===== src/rtl/v3a_free_list_pkg.sv =====
// Shared types and default sizing for the v3a free list.
package v3a_free_list_pkg;

    localparam int P_NUM_ENTRIES = 8;
    localparam int P_IDX_WIDTH   = $clog2(P_NUM_ENTRIES);

    typedef logic [P_IDX_WIDTH-1:0] idx_t;
    typedef logic [P_IDX_WIDTH:0]   cnt_t;

endpackage


===== src/rtl/v3a_free_list_mem.sv =====
// 1-read/1-write storage primitive; reset loads entry i with value i so the
// array starts out as an identity free list.
module v3a_free_list_mem
    import v3a_free_list_pkg::*;
#(
    parameter int  p_depth = P_NUM_ENTRIES,
    parameter type t_data  = idx_t
) (
    input  logic                       clk,
    input  logic                       reset,
    input  logic                       i_ren,
    input  logic [$clog2(p_depth)-1:0] i_raddr,
    output t_data                      o_rdata,
    input  logic                       i_we,
    input  logic [$clog2(p_depth)-1:0] i_waddr,
    input  t_data                      i_wdata
);

    t_data r_mem [p_depth];

    // Storage write port with identity initialisation on reset.
    always_ff @(posedge clk) begin
        if (reset) begin
            for (int i = 0; i < p_depth; i++) begin
                r_mem[i] <= t_data'(i);
            end
        end else if (i_we) begin
            r_mem[i_waddr] <= i_wdata;
        end
    end

    assign o_rdata = i_ren ? r_mem[i_raddr] : t_data'(0);

endmodule


===== src/rtl/v3a_free_list.sv =====
// Circular free list of slot indices: allocate from the head, return to the
// tail, with occupancy count and a sticky overflow flag.
module v3a_free_list
    import v3a_free_list_pkg::*;
#(
    parameter int p_num_entries = P_NUM_ENTRIES,
    parameter int p_idx_width   = $clog2(p_num_entries)
) (
    input  logic                   clk,
    input  logic                   reset,
    output logic                   alloc_val,
    input  logic                   alloc_rdy,
    output logic [p_idx_width-1:0] alloc_idx,
    input  logic                   free_val,
    output logic                   free_rdy,
    input  logic [p_idx_width-1:0] free_idx,
    output logic [p_idx_width:0]   num_free,
    output logic                   err_overflow
);

    localparam logic [p_idx_width:0]   LP_FULL    = (p_idx_width+1)'(p_num_entries);
    localparam logic [p_idx_width:0]   LP_CNT_ONE = (p_idx_width+1)'(1);
    localparam logic [p_idx_width-1:0] LP_PTR_ONE = p_idx_width'(1);

    logic [p_idx_width-1:0] r_head;
    logic [p_idx_width-1:0] r_tail;
    logic [p_idx_width:0]   r_count;
    logic                   r_err_overflow;

    logic                   w_nonempty;
    logic                   w_notfull;
    logic                   w_alloc_fire;
    logic                   w_free_fire;
    logic [p_idx_width-1:0] w_rdata;

    assign w_nonempty   = (r_count != {(p_idx_width+1){1'b0}});
    assign w_notfull    = (r_count != LP_FULL);
    // Handshakes presented during reset are dropped.
    assign w_alloc_fire = w_nonempty & alloc_rdy & ~reset;
    assign w_free_fire  = w_notfull & free_val & ~reset;

    v3a_free_list_mem #(
        .p_depth (p_num_entries),
        .t_data  (logic [p_idx_width-1:0])
    ) u_mem (
        .clk     (clk),
        .reset   (reset),
        .i_ren   (w_nonempty),
        .i_raddr (r_head),
        .o_rdata (w_rdata),
        .i_we    (w_free_fire),
        .i_waddr (r_tail),
        .i_wdata (free_idx)
    );

    // Pointer, occupancy and sticky error registers.
    always_ff @(posedge clk) begin
        if (reset) begin
            r_head         <= {p_idx_width{1'b0}};
            r_tail         <= {p_idx_width{1'b0}};
            r_count        <= LP_FULL;
            r_err_overflow <= 1'b0;
        end else begin
            if (w_alloc_fire) begin
                r_head <= r_head + LP_PTR_ONE;
            end
            if (w_free_fire) begin
                r_tail <= r_tail + LP_PTR_ONE;
            end
            case ({w_alloc_fire, w_free_fire})
                2'b10:   r_count <= r_count - LP_CNT_ONE;
                2'b01:   r_count <= r_count + LP_CNT_ONE;
                default: r_count <= r_count;
            endcase
            if (free_val && !w_notfull) begin
                r_err_overflow <= 1'b1;
            end
        end
    end

    // Output view; while reset is high it already shows the post-reset state.
    always_comb begin
        alloc_val = 1'b1;
        alloc_idx = {p_idx_width{1'b0}};
        free_rdy  = 1'b0;
        num_free  = LP_FULL;
        if (reset) begin
            alloc_val = 1'b1;
            alloc_idx = {p_idx_width{1'b0}};
            free_rdy  = 1'b0;
            num_free  = LP_FULL;
        end else begin
            alloc_val = w_nonempty;
            alloc_idx = w_nonempty ? w_rdata : {p_idx_width{1'b0}};
            free_rdy  = w_notfull;
            num_free  = r_count;
        end
    end

    assign err_overflow = r_err_overflow;

endmodule

===== config.mk =====
export PLATFORM = sky130hd
export DESIGN_NAME = v3a_free_list
export DESIGN_NICKNAME = d
export VERILOG_FILES = /design/src/rtl/v3a_free_list_pkg.sv /design/src/rtl/v3a_free_list_mem.sv /design/src/rtl/v3a_free_list.sv
export SDC_FILE = /design/constraint.sdc
export NUM_CORES = 1
export LEC_CHECK = 0
export CAP_MARGIN = 20
export CORE_UTILIZATION = 55
export CTS_CLUSTER_DIAMETER = 120
export CTS_CLUSTER_SIZE = 12
export DETAILED_ROUTE_END_ITERATION = 7
export GPL_TIMING_DRIVEN = 0
export PLACE_DENSITY_LB_ADDON = 0.05
export SETUP_SLACK_MARGIN = 0.4
export SLEW_MARGIN = 5
export SYNTH_ARGS = -nofsm -noshare
export SYNTH_HDL_FRONTEND = slang
export SYNTH_SLANG_ARGS = --single-unit

===== constraint.sdc =====
create_clock -name clk -period 2.9 [get_ports clk]
set_clock_uncertainty 0.15 [all_clocks]
set_input_delay 0.29 -clock clk [delete_from_list [all_inputs] [get_ports clk]]
set_output_delay 0.29 -clock clk [all_outputs]
set_load 0.01 [all_outputs]

# Word level (Yosys, flattened, before mapping)
# Memory sizes are Yosys's and may differ from the RTL's. A register that Yosys moved wholly into a read port is not among the register bits.
# Index checks and enable logic that the tools add are counted.
classes:
  add_sub_neg: 4
  n_eq_ne: 3
  n_mux: 16
  bitwise_logic: 5
  reduce_logical: 5
op_table:
  columns: ["operator", "count"]
  rows:
  - ["two-way mux 3 bit", 6]
  - ["two-way mux 1 bit", 8]
  - ["one-hot mux 4 bit (2 select lines)", 1]
  - ["adder 3 x 1 -> 3 bit, second input constant", 2]
  - ["adder 4 x 1 -> 4 bit, second input constant", 1]
  - ["AND 1 bit", 4]
  - ["two-way mux 4 bit", 1]
  - ["inequality test 4 bit, second input constant", 1]
  - ["nonzero test 4 bit", 1]
  - ["subtractor 4 x 1 -> 4 bit, second input constant", 1]
  - ["OR reduction 3 bit", 1]
  - ["== test 2 x 1 -> 1 bit, second input constant", 1]
  - ["== test 2 bit, second input constant", 1]
  - ["nonzero test 2 bit", 1]
  - ["logical AND 1 bit", 1]
  - ["zero test 1 bit", 1]
  - ["inverter 1 bit", 1]
word_totals:
  reg_bits: 11
  mem_bits_rw: 24
  in_bits: 7
  output_inout_bits: 10
  wordCells: 38
  memories: 1
mem_list:
  columns: ["name", "depth", "word_bits", "read_ports", "rd_clocked_by_memory_dff", "wr", "line_no", "rtl"]
  rows:
  - ["u_mem.r_mem", 8, 3, 1, 1, 8, "v3a_free_list_mem.sv:19", "t_data r_mem [p_depth];"]

# Depth between registers and ports, before layout
# Gate-level depths: netlist (run 1).
logic_depth:
  ltp_word: 8
  mapped_depth: 10
  ltp_nobuf: 9

# Hierarchy
# Synthesis (run 1) repeated with hierarchy kept, for this count alone.
unflattened:
  hier_cells: 156
  area_unflattened_um2: 1821.7
by_module_without_submodules:
  columns: ["module", "n_inst", "cells_per_inst", "area_per_inst_um2", "seq_area_each_um2"]
  rows:
  - ["v3a_free_list_mem", 1, 85, 1187.4, 720.7]
  - ["v3a_free_list", 1, 71, 634.4, 220.2]

# Worst setup path after synthesis (run 1)
# Ideal clock, no wire load.
synth_timing:
  path_kind: "reg-to-reg"
  startpoint: "register r_count[1]"
  endpoint: "register r_count[3]"
  setup_time_ns: 0.072
  t_arrival_ns: 2.201
  t_required_ns: 2.678
  path_slack_ns: 0.477
  stages_incl_launch_ff: 10
  n_path_buf: 0
  synth_period_minus_slack_ns: 2.423
  cell_sequence: "dfxtp_1 or4_4 nand3_2 ha_1 inv_1 ha_1 a21oi_1 a211oi_1 a31oi_1 mux2i_1"
synth_via:
  elab_chain_len: 5
  elab_cells_between_ends: 12
  classes_between: "add/sub (2); eq/ne (3); mux (1); bitwise (4); reduce/logical (2)"
synth_rtl:
  columns: ["element", "line_no", "rtl"]
  rows:
  - ["start: declaration", "v3a_free_list.sv:27", "logic [p_idx_width:0] r_count;"]
  - ["start signal: assignment", "v3a_free_list.sv:71", "2'b10: r_count <= r_count - LP_CNT_ONE;"]
  - ["start signal: assignment", "v3a_free_list.sv:72", "2'b01: r_count <= r_count + LP_CNT_ONE;"]
  - ["start signal: assignment", "v3a_free_list.sv:73", "default: r_count <= r_count;"]
  - ["inequality test 4 bit / nonzero test 4 bit (equally long branches)", "v3a_free_list.sv:37, v3a_free_list.sv:36", null]
  - ["AND 1 bit, on equally long branches (2 in a row)", "v3a_free_list.sv:40, v3a_free_list.sv:39", null]
  - ["== test 2 x 1 -> 1 bit / == test 2 bit (equally long branches)", "v3a_free_list.sv:70", "case ({w_alloc_fire, w_free_fire})"]
  - ["one-hot mux 4 bit (2 select lines) / nonzero test 2 bit (equally long branches)", null, null]
# Parallel ways exist; a longest one is shown, timed or not.
# A chain may end at the register's enable or synchronous reset.

# Worst setup path in the final report (run 1)
layout_timing:
  startpoint: "register r_count[2]"
  endpoint: "register r_count[3]"
# The elaborated chain is that of the path after synthesis.

==> impl_results.html, run 1 <==
<table>
<tr><th>Metric</th><th>Value</th></tr>
<tr><th colspan="2">Outcome</th></tr>
<tr><td>Result of the run</td><td>finished clean</td></tr>
<tr><th colspan="2">Cells and area</th></tr>
<tr><td>Multi-input combinational cell area</td><td>roughly 820 um^2</td></tr>
<tr><td>FF+latch area</td><td>1010 um^2</td></tr>
<tr><td>Fill cells</td><td>around 240</td></tr>
<tr><td>Share of post-route cells with drive strength above 1</td><td>20.1%</td></tr>
<tr><td>Diode insertion count for antenna repair</td><td>0</td></tr>
<tr><td>Relative area change from synthesis to final layout</td><td>18.9%</td></tr>
<tr><td>Fin util</td><td>70.7%</td></tr>
<tr><td>Area of all placed cells without fillers</td><td>approximately 2200 um^2</td></tr>
<tr><td>Total Nets Final</td><td>around 200</td></tr>
<tr><th colspan="2">Power</th></tr>
<tr><td>Portion of total power attributed to the clock network</td><td>between 20% and 30%</td></tr>
<tr><td>Switch Pwr</td><td>0.583 mW</td></tr>
<tr><td>Cell leakage power</td><td>0.818 nW</td></tr>
<tr><td>Sequential fraction of design power</td><td>42.5%</td></tr>
<tr><td>Logic gate share of total power</td><td>37.1%</td></tr>
<tr><td>Internal power</td><td>1.15 mW</td></tr>
<tr><td>Pwr per Cell Area</td><td>781 nW/um^2</td></tr>
<tr><td>Largest vdd supply drop</td><td>0.000616 V</td></tr>
<tr><td>Switching power as a share of total power</td><td>between 30% and 40%</td></tr>
<tr><th colspan="2">GRT</th></tr>
<tr><td>Overall routing resource usage</td><td>about a quarter</td></tr>
<tr><td>Number of antenna violations at the first check in global routing</td><td>0</td></tr>
<tr><td>Pin count of the biggest net entering global routing</td><td>13</td></tr>
<tr><td>Global-route wire length before repair</td><td>5910 um</td></tr>
<tr><td>Number of global-route vias before repair</td><td>1,213</td></tr>
<tr><td>Global route total overflow</td><td>0</td></tr>
<tr><th colspan="2">Timing</th></tr>
<tr><td>Count of final max-slew check failures</td><td>0</td></tr>
<tr><td>Final hold vios</td><td>0</td></tr>
<tr><td>Slew margin rel.</td><td>56.9%</td></tr>
<tr><td>Highest clock frequency the design can meet</td><td>404 MHz</td></tr>
<tr><td>Final period util</td><td>85.4%</td></tr>
<tr><td>Unrepaired setup endpoints after global routing</td><td>true</td></tr>
<tr><td>Worst Tran Pin Value</td><td>0.641 ns</td></tr>
<tr><td>Worst-case hold slack</td><td>0.360 ns</td></tr>
<tr><td>Setup-violating endpoint count in the final report</td><td>0</td></tr>
<tr><td>Smallest setup slack after layout</td><td>0.424 ns</td></tr>
<tr><td>Crit path time final</td><td>~2.5 ns</td></tr>
<tr><th colspan="2">Flow run</th></tr>
<tr><td># Max-Cap Violations</td><td>0</td></tr>
<tr><th colspan="2">Synth</th></tr>
<tr><td>Synth warn</td><td>0</td></tr>
<tr><td>Flip-flop and latch count after synthesis</td><td>38</td></tr>
<tr><td>Mean area per synthesized cell</td><td>roughly 12 um^2</td></tr>
<tr><td>Syn nets</td><td>171</td></tr>
<tr><td>Top_reg_cell synth</td><td>sky130_fd_sc_hd__edfxtp_1</td></tr>
<tr><td>Number of enable-type register cells in the synthesized netlist</td><td>24</td></tr>
<tr><td>Combined area of all synthesized cells</td><td>1860 um^2</td></tr>
<tr><td>Fraction of registers with async set/reset</td><td>0%</td></tr>
<tr><td>Post-synth cell types</td><td>42</td></tr>
<tr><td>Cell taking the most area after synthesis</td><td>sky130_fd_sc_hd__edfxtp_1</td></tr>
<tr><td>Sequential-to-total area share from yosys stat</td><td>53.8%</td></tr>
<tr><td>Mapped Cells</td><td>158</td></tr>
<tr><td>Leading post-synthesis cells by cell area</td><td>sky130_fd_sc_hd__edfxtp_1, sky130_fd_sc_hd__dfxtp_1, sky130_fd_sc_hd__mux4_2, sky130_fd_sc_hd__nor2_1, sky130_fd_sc_hd__ha_1</td></tr>
<tr><td>Area fraction of the dominant cell type after synthesis</td><td>38.7%</td></tr>
<tr><th colspan="2">Min path</th></tr>
<tr><td>Min-Delay Startpoint</td><td>err_overflow</td></tr>
<tr><td>Kind of path behind the tightest hold check</td><td>flop to flop</td></tr>
<tr><th colspan="2">Detailed routing</th></tr>
<tr><td>Number of vias per cell</td><td>roughly 5.7</td></tr>
<tr><td>Post-DR wirelength/cell</td><td>16.0 um</td></tr>
<tr><td>Number of nets with antenna violations after detailed routing</td><td>0</td></tr>
<tr><td>First-iteration detailed-routing DRC count</td><td>103</td></tr>
<tr><td>Total Routed Length</td><td>about 3600 um</td></tr>
<tr><td>Final routed DRC violation total</td><td>0</td></tr>
<tr><td>Via count</td><td>between 1k and 1.5k</td></tr>
<tr><td>Pre-Repair DR Iteration Count</td><td>4</td></tr>
<tr><th colspan="2">Floorplanning</th></tr>
<tr><td>Starting utilization of the core area</td><td>59.5%</td></tr>
<tr><td>Row Count</td><td>20</td></tr>
<tr><td>Number of top-level pins</td><td>17</td></tr>
<tr><td>Standard cell core area</td><td>3130 um^2</td></tr>
<tr><td>DIE AREA</td><td>approximately 3600 um^2</td></tr>
<tr><td>DIE HEIGHT</td><td>60.2 um</td></tr>
<tr><td>Die extent in x</td><td>60.2 um</td></tr>
<tr><th colspan="2">CTS</th></tr>
<tr><td>Number of clock sinks seen by CTS</td><td>38</td></tr>
<tr><td>CTS buffer count</td><td>5</td></tr>
<tr><td>Clock Latency Late Sink</td><td>0.35 ns</td></tr>
<tr><td>Hold-fix buffers, CTS</td><td>0</td></tr>
<tr><td>Buffer levels on the longest clock path</td><td>2</td></tr>
<tr><td>Clock edge transition at the registers on the reported setup and hold paths</td><td>0.12 ns</td></tr>
<tr><td>Cell at the root of the clock tree</td><td>sky130_fd_sc_hd__clkbuf_4</td></tr>
<tr><td>TritonCTS clock tree</td><td>built</td></tr>
<tr><td>CTS H-tree lvls</td><td>2</td></tr>
<tr><th colspan="2">Setup path</th></tr>
<tr><td>CP endpoint kind</td><td>flop</td></tr>
<tr><td>Crit Path Category</td><td>flop to flop</td></tr>
<tr><td>Crit Reg-Reg Startpoint</td><td>r_count[2]</td></tr>
<tr><td>Highest net fanout along the worst path</td><td>5</td></tr>
<tr><td>Launch point of the critical path</td><td>r_count[2]</td></tr>
<tr><td>Data required time of the worst path</td><td>~3 ns</td></tr>
<tr><td>Critical Path Start Type</td><td>flop</td></tr>
<tr><td>Flop-to-flop setup slack</td><td>0.42 ns</td></tr>
<tr><td>Arrival time at the worst endpoint</td><td>~2.6 ns</td></tr>
<tr><th colspan="2">Placed design</th></tr>
<tr><td>Post-Place Setup Slack</td><td>-0.217 ns</td></tr>
<tr><td>Quantity of I/O buffers inserted on ports</td><td>16</td></tr>
<tr><td>Post-DP HPWL</td><td>2660 um</td></tr>
<tr><td>Final weighted congestion in routability-driven placement</td><td>0.808</td></tr>
<tr><td>Total cell area at the placement stage</td><td>2080 um^2</td></tr>
</table>
## path summary, 6_finish.rpt
| path | endpoint | depth (start not counted) |
|---|---|---|
| max | r_count[3] | 9 |
| min | err_overflow | 2 |
| max reg2reg | r_count[3] | 9 |
| min reg2reg | err_overflow | 2 |
## cells by family (layout without fill, tap and decap cells)
family	after synthesis	count (layout)	synth area share, %
compound gates	17	17	5.78
xor+xnor	5	5	2.76
fa+ha+maj	6	6	4.44
buf+inv	15	41	3.70
flops	38	38	53.8
mux	12	12	10.5
simple gates	65	65	19.0
## timing repair
item / CTS / global route
pin swaps: 0 / 2
endpoints found under the setup margin: 5 / 5
setup buffers: 0 / 2
resized for setup: 9 / 6
## Yosys cell counts (2+ instances only)
master / number
sky130_fd_sc_hd__nand4_1: 4
sky130_fd_sc_hd__nand2b_1: 3
sky130_fd_sc_hd__nand2_1: 10
sky130_fd_sc_hd__a21oi_1: 3
sky130_fd_sc_hd__dfxtp_1: 14
sky130_fd_sc_hd__xnor2_1: 3
sky130_fd_sc_hd__nor3_1: 3
sky130_fd_sc_hd__a31oi_1: 2
sky130_fd_sc_hd__nand3_1: 5
sky130_fd_sc_hd__mux2i_1: 6
sky130_fd_sc_hd__a21o_1: 3
sky130_fd_sc_hd__ha_1: 5
sky130_fd_sc_hd__edfxtp_1: 24
sky130_fd_sc_hd__or3_1: 2
sky130_fd_sc_hd__buf_2: 3
sky130_fd_sc_hd__o21ai_0: 5
sky130_fd_sc_hd__inv_1: 5
sky130_fd_sc_hd__nor2_1: 18
sky130_fd_sc_hd__and3_1: 4
sky130_fd_sc_hd__nor2b_1: 6
sky130_fd_sc_hd__clkbuf_1: 3
sky130_fd_sc_hd__nor4_1: 2
sky130_fd_sc_hd__mux4_2: 6
## layer usage
metal / wire length [um] / GRT usage (%)
met4: 48 / 7.31
met5: 0 / 0
met1: 1560 / 31.1
met3: 291 / 7.36
met2: 1740 / 37.2
## cell usage in the layout (no fill, tap or decap), types with 4 or more instances in the layout
| cell | instances |
|---|---|
| sky130_fd_sc_hd__clkbuf_4 | 5 |
| sky130_fd_sc_hd__nand2_1 | 10 |
| sky130_fd_sc_hd__and3_1 | 4 |
| sky130_fd_sc_hd__mux2i_1 | 6 |
| sky130_fd_sc_hd__nand3_1 | 5 |
| sky130_fd_sc_hd__nor2_1 | 18 |
| sky130_fd_sc_hd__edfxtp_1 | 24 |
| sky130_fd_sc_hd__inv_1 | 4 |
| sky130_fd_sc_hd__dfxtp_1 | 11 |
| sky130_fd_sc_hd__o21ai_0 | 5 |
| sky130_fd_sc_hd__nand4_1 | 4 |
| sky130_fd_sc_hd__mux4_2 | 6 |
| sky130_fd_sc_hd__nor2b_1 | 6 |
| sky130_fd_sc_hd__clkdlybuf4s50_1 | 13 |
## flip-flops by register name, indices dropped and copies added (netlist names), named ones only
register / flops
u_mem.r_mem: 24
r_head: 3
r_tail: 3
r_count: 4
err_overflow: 1
## final cells by class
cell class / count / area share (%)
Buffer: 9 / 2.38
Multi-Input combinational cell: 105 / 36.9
Sequential cell: 38 / 45.5
Tap cell: 44 / 2.49
Inverter: 6 / 1.07
Timing Repair Buffer: 18 / 8.09
Clock buffer: 5 / 1.70
Clock inverter: 3 / 1.81
## critical path: stages (launching register included)
cell and delay (ns):
sky130_fd_sc_hd__dfxtp_4 0.39, sky130_fd_sc_hd__or4_4 0.58, sky130_fd_sc_hd__nand3_4 0.10, sky130_fd_sc_hd__ha_2 0.20
sky130_fd_sc_hd__inv_2 0.07, sky130_fd_sc_hd__ha_4 0.29, sky130_fd_sc_hd__nand3_1 0.10, sky130_fd_sc_hd__a211oi_1 0.26
sky130_fd_sc_hd__a31oi_1 0.09, sky130_fd_sc_hd__mux2i_1 0.13
## power groups by stage
stage                     Combinational [mW]  Clock [mW]  Sequential [mW]
final                                  0.641       0.354            0.734
after global placement                 0.566           0            0.728
after CTS                              0.625       0.358            0.730
after detailed placement               0.589           0            0.734
after floorplan                        0.418           0            0.718
after global routing                   0.697       0.380            0.747
## stage by stage
stage | total power [mW] | instances | setup TNS, ns
floorplan | 1.14 | 158 | 0
global placement | 1.29 | 218 | -0.119
detailed placement | 1.32 | 218 | -0.263
CTS | 1.71 | 226 | 0
global route | 1.82 | 228 | 0
finish | 1.73 | 228 | 0
Power figures use the tool's default switching activity.
==> inputs of run 2 (changes only) <==
--- a/config.mk
+++ b/config.mk
@@ -7,11 +7,11 @@
 export LEC_CHECK = 0
 export CAP_MARGIN = 20
 export CORE_UTILIZATION = 55
-export CTS_CLUSTER_DIAMETER = 120
 export CTS_CLUSTER_SIZE = 12
 export DETAILED_ROUTE_END_ITERATION = 7
 export GPL_TIMING_DRIVEN = 0
 export PLACE_DENSITY_LB_ADDON = 0.05
+export RECOVER_POWER = 50
 export SETUP_SLACK_MARGIN = 0.4
 export SLEW_MARGIN = 5
 export SYNTH_ARGS = -nofsm -noshare
==> impl_results.html, run 2 (synthesized netlist as in run 1, its figures left out) <==
<table>
<tr><th>Metric</th><th>Value</th></tr>
<tr><th colspan="2">Outcome</th></tr>
<tr><td>Result of the run</td><td>finished clean</td></tr>
<tr><th colspan="2">Setup path</th></tr>
<tr><td>Arrival time at the worst endpoint</td><td>2.75 ns</td></tr>
<tr><td>Crit Reg-Reg Startpoint</td><td>r_count[2]</td></tr>
<tr><td>Crit path buf inv count</td><td>1</td></tr>
<tr><td>Data required time of the worst path</td><td>3.00 ns</td></tr>
<tr><td>Slowest cell on the critical path</td><td>sky130_fd_sc_hd__or4_1</td></tr>
<tr><td>Highest net fanout along the worst path</td><td>5</td></tr>
<tr><td>Launch point of the critical path</td><td>r_count[2]</td></tr>
<tr><td>Slowest Stage Delay on Critical Path</td><td>0.61 ns</td></tr>
<tr><td>Ordered list of cells on the worst path</td><td>or4_1, nand3_1, ha_2, inv_2, ha_4, nand3_1, a211oi_1, a31oi_1, mux2i_1</td></tr>
<tr><td>Critical Path Start Type</td><td>flop</td></tr>
<tr><td>Most common cell type on the critical path</td><td>sky130_fd_sc_hd__nand3_1</td></tr>
<tr><td>Cell family contributing the most delay on the critical path</td><td>simple AND/OR/NAND/NOR gates</td></tr>
<tr><td>CP endpoint kind</td><td>flop</td></tr>
<tr><td>Crit Path Category</td><td>flop to flop</td></tr>
<tr><th colspan="2">Cells and area</th></tr>
<tr><td>Fill cells</td><td>246</td></tr>
<tr><td>Area of all placed cells without fillers</td><td>2170 um^2</td></tr>
<tr><td>Total Nets Final</td><td>196</td></tr>
<tr><td>Largest reg by FF count</td><td>u_mem.r_mem</td></tr>
<tr><td>Most common cell after layout, fill and taps aside</td><td>sky130_fd_sc_hd__edfxtp_1</td></tr>
<tr><td>Non-filler cells, final</td><td>228</td></tr>
<tr><td>Diode insertion count for antenna repair</td><td>0</td></tr>
<tr><td>Share of post-route cells with drive strength above 1</td><td>16.3%</td></tr>
<tr><td>FF+latch area</td><td>1010 um^2</td></tr>
<tr><td>Flip-flop count of the largest register, all copies and words added</td><td>24</td></tr>
<tr><td>Multi-input combinational cell area</td><td>roughly 780 um^2</td></tr>
<tr><td>Commonest cells after routing, fill and taps aside</td><td>sky130_fd_sc_hd__edfxtp_1, sky130_fd_sc_hd__nor2_1, sky130_fd_sc_hd__dfxtp_1, sky130_fd_sc_hd__clkdlybuf4s50_1, sky130_fd_sc_hd__nand2_1</td></tr>
<tr><td>Largest regs</td><td>u_mem.r_mem (24), r_count (4)</td></tr>
<tr><td>Fin util</td><td>69.4%</td></tr>
<tr><td>Relative area change from synthesis to final layout</td><td>16.7%</td></tr>
<tr><th colspan="2">CTS</th></tr>
<tr><td>Number of clock sinks seen by CTS</td><td>38</td></tr>
<tr><td>Cell at the root of the clock tree</td><td>sky130_fd_sc_hd__clkbuf_4</td></tr>
<tr><td>TritonCTS clock tree</td><td>built</td></tr>
<tr><td>Clock edge transition at the registers on the reported setup and hold paths</td><td>between 0.1 and 0.15 ns</td></tr>
<tr><td>CTS buffer count</td><td>5</td></tr>
<tr><td>Clock Latency Late Sink</td><td>0.35 ns</td></tr>
<tr><td>CTS H-tree lvls</td><td>2</td></tr>
<tr><td>Buffer levels on the longest clock path</td><td>2</td></tr>
<tr><th colspan="2">Timing</th></tr>
<tr><td>Crit path time final</td><td>~2.6 ns</td></tr>
<tr><td>Fin Setup TNS</td><td>0 ns</td></tr>
<tr><td>Count of final max-slew check failures</td><td>0</td></tr>
<tr><td>Setup-violating endpoint count in the final report</td><td>0</td></tr>
<tr><td>Smallest setup slack after layout</td><td>between 0.2 and 0.3 ns</td></tr>
<tr><td>Worst Tran Pin Value</td><td>0.633 ns</td></tr>
<tr><td>Final hold vios</td><td>0</td></tr>
<tr><td>Unrepaired setup endpoints after global routing</td><td>true</td></tr>
<tr><td>Slew margin rel.</td><td>a little under three fifths</td></tr>
<tr><td>Highest clock frequency the design can meet</td><td>approximately 380 MHz</td></tr>
<tr><td>Final period util</td><td>a little over 90%</td></tr>
<tr><th colspan="2">Placed design</th></tr>
<tr><td>Final weighted congestion in routability-driven placement</td><td>0.808</td></tr>
<tr><td>Post-DP HPWL</td><td>2660 um</td></tr>
<tr><td>Total cell area at the placement stage</td><td>2080 um^2</td></tr>
<tr><td>Post-Place Setup Slack</td><td>-0.217 ns</td></tr>
<tr><td>Quantity of I/O buffers inserted on ports</td><td>16</td></tr>
<tr><td>Inst Count DP</td><td>218</td></tr>
<tr><th colspan="2">Floorplanning</th></tr>
<tr><td>Die extent in x</td><td>roughly 60 um</td></tr>
<tr><td>DIE HEIGHT</td><td>60.2 um</td></tr>
<tr><td>DIE AREA</td><td>between 3000 and 4000 um^2</td></tr>
<tr><td>Number of top-level pins</td><td>17</td></tr>
<tr><td>Standard cell core area</td><td>3130 um^2</td></tr>
<tr><td>Row Count</td><td>20</td></tr>
<tr><td>Starting utilization of the core area</td><td>59.5%</td></tr>
<tr><th colspan="2">Detailed routing</th></tr>
<tr><td>Pre-Repair DR Iteration Count</td><td>4</td></tr>
<tr><td>Total Routed Length</td><td>about 3700 um</td></tr>
<tr><td>Post-DR wirelength/cell</td><td>between 15 and 20 um</td></tr>
<tr><td>Final routed DRC violation total</td><td>0</td></tr>
<tr><td>Via count</td><td>1,315</td></tr>
<tr><td>First-iteration detailed-routing DRC count</td><td>about 90</td></tr>
<tr><td>Number of nets with antenna violations after detailed routing</td><td>0</td></tr>
<tr><td>Number of vias per cell</td><td>5.77</td></tr>
<tr><th colspan="2">GRT</th></tr>
<tr><td>Number of antenna violations at the first check in global routing</td><td>0</td></tr>
<tr><td>Global route total overflow</td><td>0</td></tr>
<tr><td>Overall routing resource usage</td><td>between 20% and 30%</td></tr>
<tr><td>Global-route wire length before repair</td><td>between 5000 and 6000 um</td></tr>
<tr><td>Pin count of the biggest net entering global routing</td><td>13</td></tr>
<tr><td>Number of global-route vias before repair</td><td>1,213</td></tr>
<tr><th colspan="2">Power</th></tr>
<tr><td>Internal power</td><td>1.13 mW</td></tr>
<tr><td>Logic gate share of total power</td><td>36.6%</td></tr>
<tr><td>Sequential fraction of design power</td><td>42.6%</td></tr>
<tr><td>Cell leakage power</td><td>approximately 0.8 nW</td></tr>
<tr><td>Switch Pwr</td><td>0.573 mW</td></tr>
<tr><td>Pwr per Cell Area</td><td>784 nW/um^2</td></tr>
<tr><td>Switching power as a share of total power</td><td>33.6%</td></tr>
<tr><td>Portion of total power attributed to the clock network</td><td>roughly a fifth</td></tr>
<tr><td>Largest vdd supply drop</td><td>a little over 0.0006 V</td></tr>
<tr><th colspan="2">Min path</th></tr>
<tr><td>Kind of path behind the tightest hold check</td><td>flop to flop</td></tr>
<tr><td>Min-Delay Startpoint</td><td>err_overflow</td></tr>
<tr><th colspan="2">Flow run</th></tr>
<tr><td># Max-Cap Violations</td><td>0</td></tr>
</table>
==> run 2: stage by stage <==
step | power, mW | hold slack [ns]
2_1_floorplan | 1.14 | 0.302
3_3_place_gp | 1.29 | 0.305
3_5_place_dp | 1.32 | 0.335
4_1_cts | 1.71 | 0.362
5_1_grt | 1.79 | 0.377
6_report | 1.70 | 0.357
==> run 2: routing by layer <==
layer / up-vias / routed length, um / track usage [%]
met5: - / 0 / 0
met4: 0 / 48 / 7.31
met3: 5 / 227 / 7.36
met2: 47 / 1740 / 37.2
met1: 636 / 1670 / 31.1
li1: 627 / - / -
==> run 2: power groups by stage <==
stage	combinational, mW	clock, mW	sequential (mW)
5_1_grt	0.674	0.380	0.739
2_1_floorplan	0.418	0	0.718
3_5_place_dp	0.589	0	0.734
4_1_cts	0.625	0.358	0.730
6_report	0.623	0.354	0.726
3_3_place_gp	0.566	0	0.728
==> run 2: path summary, 6_finish.rpt <==
path              depth (start not counted)      endpoint  slack, ns
setup / recovery                          9    r_count[3]       0.26
hold / removal                            2  err_overflow       0.36
setup reg to reg                          9    r_count[3]       0.26
hold reg to reg                           2  err_overflow       0.36
==> run 2: final cells by class <==
type,count,area share (%)
multi-input cells,105,35.9
clock buffers,5,1.73
inverters,6,1.09
well taps,44,2.53
clock inverters,3,1.84
repair buffers,18,8.24
plain buffers,9,2.36
flip-flops and latches,38,46.3
==> run 2: worst reg2reg max path, cell delays in order (launching register included) <==
cell	delay [ns]
sky130_fd_sc_hd__dfxtp_4	0.38
sky130_fd_sc_hd__or4_1	0.61
sky130_fd_sc_hd__nand3_1	0.19
sky130_fd_sc_hd__ha_2	0.23
sky130_fd_sc_hd__inv_2	0.07
sky130_fd_sc_hd__ha_4	0.29
sky130_fd_sc_hd__nand3_1	0.11
sky130_fd_sc_hd__a211oi_1	0.28
sky130_fd_sc_hd__a31oi_1	0.10
sky130_fd_sc_hd__mux2i_1	0.13
==> run 2: timing repair <==
action / in CTS / in global routing
setup buffers: 0 / 2
hold buffers: 0 / 0
pin swaps: 0 / 2
setup endpoints to repair: 5 / 5
gates resized for setup: 9 / 6
